--- src/rtl/cpu_bus_sized.sv ---
// CPU-to-system-bus bridge: sized reads with extension, RMW sub-word writes, IRQ sync.
// Optional bus timeout watchdog enabled by defining CPU_BUS_TIMEOUT_EN.
module cpu_bus_sized #(
  parameter int ADDR_W  = 24,
  parameter int IRQ_N   = 16,
  parameter int TIMEOUT = 255
) (
  input  logic              clk,
  input  logic              rst,
  output logic              bus_stb,
  output logic              bus_we,
  output logic [ADDR_W-3:0] bus_addr,
  input  logic [31:0]       bus_din,
  output logic [31:0]       bus_dout,
  input  logic              bus_ack,
  input  logic [IRQ_N-1:0]  bus_irq,
  input  logic              cpu_stb,
  input  logic              cpu_we,
  input  logic [1:0]        cpu_size,
  input  logic              cpu_sext,
  input  logic [ADDR_W-1:0] cpu_addr,
  output logic [31:0]       cpu_din,
  input  logic [31:0]       cpu_dout,
  output logic              cpu_ack,
  output logic              cpu_err,
  output logic [IRQ_N-1:0]  cpu_irq
);

  typedef enum logic {S_IDLE, S_WB} state_t;

  state_t           state_q, state_d;
  logic [31:0]      wbuf_q, wbuf_d;
  logic [IRQ_N-1:0] irq_s1_q, irq_s2_q;

  logic        is_byte, is_half, rmw;
  logic [7:0]  rd_byte;
  logic [15:0] rd_half;
  logic [31:0] rdata, merged;

  assign bus_addr = cpu_addr[ADDR_W-1:2];
  assign cpu_irq  = irq_s2_q;

  assign is_byte = (cpu_size == 2'b00);
  assign is_half = (cpu_size == 2'b01);
  assign rmw     = cpu_we & (is_byte | is_half);

  always_comb begin
    rd_byte = bus_din[{cpu_addr[1:0], 3'b000} +: 8];
    rd_half = bus_din[{cpu_addr[1], 4'b0000} +: 16];
    rdata   = bus_din;
    if (is_byte)
      rdata = {{24{cpu_sext & rd_byte[7]}}, rd_byte};
    else if (is_half)
      rdata = {{16{cpu_sext & rd_half[15]}}, rd_half};
  end

  // Lane replacement over the word just read back
  always_comb begin
    merged = bus_din;
    if (is_byte)
      merged[{cpu_addr[1:0], 3'b000} +: 8] = cpu_dout[7:0];
    else
      merged[{cpu_addr[1], 4'b0000} +: 16] = cpu_dout[15:0];
  end

`ifdef CPU_BUS_TIMEOUT_EN
  localparam int CW = (TIMEOUT > 0) ? $clog2(TIMEOUT + 1) : 1;
  localparam logic [CW-1:0] TMAX = CW'(TIMEOUT);
  logic [CW-1:0] cnt_q, cnt_d;
`else
  logic [31:0] unused_timeout;
  assign unused_timeout = 32'(TIMEOUT);
`endif

  always_comb begin
    state_d  = state_q;
    wbuf_d   = wbuf_q;
    bus_stb  = 1'b0;
    bus_we   = 1'b0;
    bus_dout = cpu_dout;
    cpu_ack  = 1'b0;
    cpu_err  = 1'b0;
    cpu_din  = rdata;
`ifdef CPU_BUS_TIMEOUT_EN
    cnt_d    = '0;
`endif
    unique case (state_q)
      S_IDLE: begin
        if (cpu_stb) begin
          bus_stb = 1'b1;
          if (rmw) begin
            if (bus_ack) begin
              wbuf_d  = merged;
              state_d = S_WB;
            end
          end else begin
            bus_we  = cpu_we;
            cpu_ack = bus_ack;
          end
        end
      end
      S_WB: begin
        bus_stb  = 1'b1;
        bus_we   = 1'b1;
        bus_dout = wbuf_q;
        cpu_ack  = bus_ack;
        if (bus_ack)
          state_d = S_IDLE;
      end
      default: state_d = S_IDLE;
    endcase
`ifdef CPU_BUS_TIMEOUT_EN
    // A same-cycle bus_ack beats the watchdog
    if (bus_stb && !bus_ack) begin
      if (cnt_q == TMAX) begin
        bus_stb = 1'b0;
        cpu_ack = 1'b1;
        cpu_err = 1'b1;
        cpu_din = '0;
        state_d = S_IDLE;
        wbuf_d  = wbuf_q;
      end else begin
        cnt_d = cnt_q + 1'b1;
      end
    end
`endif
    if (rst) begin
      bus_stb = 1'b0;
      cpu_ack = 1'b0;
      cpu_err = 1'b0;
      state_d = S_IDLE;
    end
  end

  always_ff @(posedge clk or posedge rst) begin
    if (rst) begin
      state_q  <= S_IDLE;
      irq_s1_q <= '0;
      irq_s2_q <= '0;
`ifdef CPU_BUS_TIMEOUT_EN
      cnt_q    <= '0;
`endif
    end else begin
      state_q  <= state_d;
      irq_s1_q <= bus_irq;
      irq_s2_q <= irq_s1_q;
`ifdef CPU_BUS_TIMEOUT_EN
      cnt_q    <= cnt_d;
`endif
    end
  end

  always_ff @(posedge clk) begin
    wbuf_q <= wbuf_d;
  end

endmodule

--- config.mk ---
export PLATFORM = sky130hd
export DESIGN_NAME = cpu_bus_sized
export DESIGN_NICKNAME = d
export VERILOG_FILES = /design/src/rtl/cpu_bus_sized.sv
export SDC_FILE = /design/constraint.sdc
export NUM_CORES = 1
export LEC_CHECK = 0
export CAP_MARGIN = 20
export CORE_MARGIN = 10
export CORE_UTILIZATION = 40
export DETAILED_ROUTE_END_ITERATION = 6
export GPL_TIMING_DRIVEN = 0
export HOLD_SLACK_MARGIN = 0.02
export PLACE_DENSITY_LB_ADDON = 0.08
export SYNTH_ARGS = -nofsm -noshare
export SYNTH_HDL_FRONTEND = slang
export SYNTH_SLANG_ARGS = --single-unit
--- constraint.sdc ---
create_clock -name clk -period 2.35 [get_ports clk]
set_clock_uncertainty 0.1 [all_clocks]
set_input_delay 0.235 -clock clk [delete_from_list [all_inputs] [get_ports clk]]
set_output_delay 0.235 -clock clk [all_outputs]
set_load 0.05 [all_outputs]
==> impl_metrics.csv <==
group,metric,value,unit
outcome,status,"completed",
sta,slew_viol_final,0,
grt,grt_usage,20.8,%
final_layout,n_antenna_cell,0,
critical_path,r2r_setup_slack,0.29,ns
synthesis,synth-main-ff-cell,"dfrtp_1",
grt,grt_pass1_wl,24200,µm
grt,overflow,0,
sta,slew-limit-headroom,41.1,%
synthesis,synth_xor_area_share,0,%
synthesis,synth_top_area_share,22.9,%
hold_path,hold_path_class,"input port to async pin",
die,core-area,0.0103,mm²
detailed_routing,post_drt_wl_per_cell,22.6,µm
sta,post-route-min-period,2.30,ns
synthesis,synth_fa_ha_area_share,1.49,%
final_layout,fin_util,62.4,%
pwr,design_power_total,3.69,mW
cts,cts_setup_buffers,0,
die,rows,37,
synthesis,ys_seq_elements,65,
grt,grt_pass1_vias,4230,
sta,worst_pin_slew,0.883,ns
detailed_routing,viasPerCell,5.63,
synthesis,synthCells,368,
synthesis,synth_compound_area_share,19.5,%
detailed_routing,drt_iter0_markers,315,
detailed_routing,ant_nets,0,
synthesis,synth_cell_type_count,41,
detailed_routing,vias,4017,
placed_design,dp_hpwl,12600,µm
run,drv_cap,0,
cts,numCtsBuffers,9,
cts,postCtsHoldBufs,0,
critical_path,worstPathMaxFanout,10,
pwr,total_leakage_power,2.63,nW
grt,grt_max_degree,34,
sta,hold_violations,0,
synthesis,synth_top_family_by_area,"compound AO/OA/AOI/OAI gates",
synthesis,synth_simple_gate_area_share,9.58,%
cts,clk_path_buf_depth,2,
synthesis,synth_area,0.00419,mm²
die,die_h,122,µm
sta,rsz0062_at_grt,"no",
synthesis,yosysWarnings,0,
final_layout,syn_to_final_growth,53.1,%
cts,insertion_delay,0.34,ns
placed_design,portBuffers,193,
critical_path,crit_required,2.02,ns
synthesis,synth_fp_nets,485,
final_layout,fin_cells,713,
critical_path,crit_type,"input port to output pin",
cts,cts_tree,"done",
synthesis,synth_top_cell_by_area,"edfxtp_1",
cts,clk_pin_slew_worst_paths,0.08,ns
critical_path,critPathCaptureType,"output pin",
die,fp.dieW,122,µm
pwr,vdd_drop_max,0.283,mV
detailed_routing,post-route-drc-count,0,
placed_design,place_inst,698,
synthesis,synth_edf_count,32,
sta,timing.fmax,436,MHz
final_layout,drive_gt1_share,25.8,%
die,dieArea,0.0150,mm²
final_layout,nets,689,
synthesis,synth_area_leaders,"edfxtp_1 23%, dfrtp_1 20%, mux2_2 8.9%, buf_4 4.7%, mux2i_1 4.5%",
cts,htree_levels,3,
critical_path,worstPathArrival,1.96,ns
sta,setup_viol,0,
synthesis,yosys-top-cells-count,"33 x dfrtp_1, 33 x mux2_2, 32 x edfxtp_1",
die,initial_utilization,40.8,%
critical_path,setup.worst_path.start_class,"input port",
placed_design,place.gp.congestion,0.874,
sta,fin_crit_sh,97.7,%
detailed_routing,wirelength,16100,µm
grt,antenna_found_initial,0,
synthesis,avgSynthCellArea,11.4,µm²
synthesis,synthMuxAreaShare,17.8,%
pwr,powerDensity,576,mW/mm²
synthesis,seq_area_frac_synth,42.6,%
die,io_pins,218,
final_layout,fillers,906,
cts,clock-sinks,65,
detailed_routing,drt_pass1_iterations,5,
cts,ctsRootBufferMaster,"clkbuf_8",
synthesis,synthArstFlopShare,50.8,%
## layer usage
| metal | track usage, % | share of wire [%] | up-vias |
|---|---|---|---|
| met5 | 0 | 0 | - |
| met4 | 4.86 | 1.3 | 0 |
| met3 | 7.12 | 10 | 14 |
| met2 | 34.0 | 47 | 240 |
| met1 | 26.0 | 41 | 1942 |
| li1 | - | - | 1821 |
## report_power, final
group          internal [mW]  total (mW)  switching, mW
Sequential              1.24        1.26         0.0106
Combinational          0.492        1.33          0.839
Clock                  0.627        1.11          0.482
Total                   2.36        3.69           1.33
## registers in the layout, summed over array words and instances, names as in the netlist
signal,flops
irq_s1_q,16
cpu_irq,16
state_q,1
wbuf_q,32
## worst paths after layout
path                             start      endpoint  cells past startpoint
setup / recovery           cpu_size[0]   cpu_din[11]                      6
hold / removal                     rst       state_q                      2
setup reg to reg               state_q     wbuf_q[4]                      2
hold reg to reg            irq_s1_q[5]    cpu_irq[5]                      0
max in group asynchronous          rst  irq_s1_q[12]                      3
min in group clk           bus_irq[11]  irq_s1_q[11]                      1
## kinds of logic after synthesis
| kind of cell | count (synthesis) |
|---|---|
| AND/OR/NAND/NOR | 75 |
| adder cells (fa/ha/maj) | 5 |
| multiplexers | 59 |
| other | 1 |
| flip-flops | 65 |
| buffers and inverters | 57 |
| AO/OA/AOI/OAI | 106 |
## timing repair
| action | in CTS | in global routing |
|---|---|---|
| pin swaps | 1 | 0 |
| resized for setup | 207 | 11 |
| setup endpoints to repair | 76 | 57 |
## layout make-up
type	count	area, µm²	area share, %
buffer	51	373	5.81
timing repair buffer	194	1790	27.9
clock buffer	12	178	2.77
sequential	65	1790	27.9
tap	136	170	2.65
clock inverter	4	53.8	0.838
inverter	5	22.5	0.351
multi-input combinational	246	2040	31.8
## critical path, stage by stage
cell	delay, ns
clkdlybuf4s50_1	0.45
or2_2	0.31
buf_4	0.19
buf_6	0.15
o221ai_1	0.29
buf_2	0.33
## per-stage QoR
step           setup TNS (ns)  setup slack (ns)  hold WS, ns  instance area, µm²
6_report                    0            0.0539        0.148                6420
5_1_grt                     0            0.0125        0.178                6420
4_1_cts                     0           0.00494        0.147                6400
3_5_place_dp           -32.52            -0.767        0.235                6320
3_3_place_gp           -39.86            -0.760        0.232                6290
2_1_floorplan               0             0.137        0.166                4190
## layout by cell type, fill, tap and decap left out, types with 12 or more instances in the layout
| cell | count |
|---|---|
| clkdlybuf4s50_1 | 125 |
| buf_4 | 35 |
| mux2_2 | 33 |
| buf_2 | 33 |
| dfrtp_1 | 32 |
| dlygate4sd2_1 | 32 |
| edfxtp_1 | 32 |
| nor2_1 | 28 |
| mux2i_1 | 19 |
| nor2b_1 | 18 |
| a21oi_1 | 17 |
| a311oi_1 | 16 |
| a22o_1 | 16 |
| o22ai_1 | 16 |
| nand2_1 | 12 |
(Power assumes the default switching activity.)
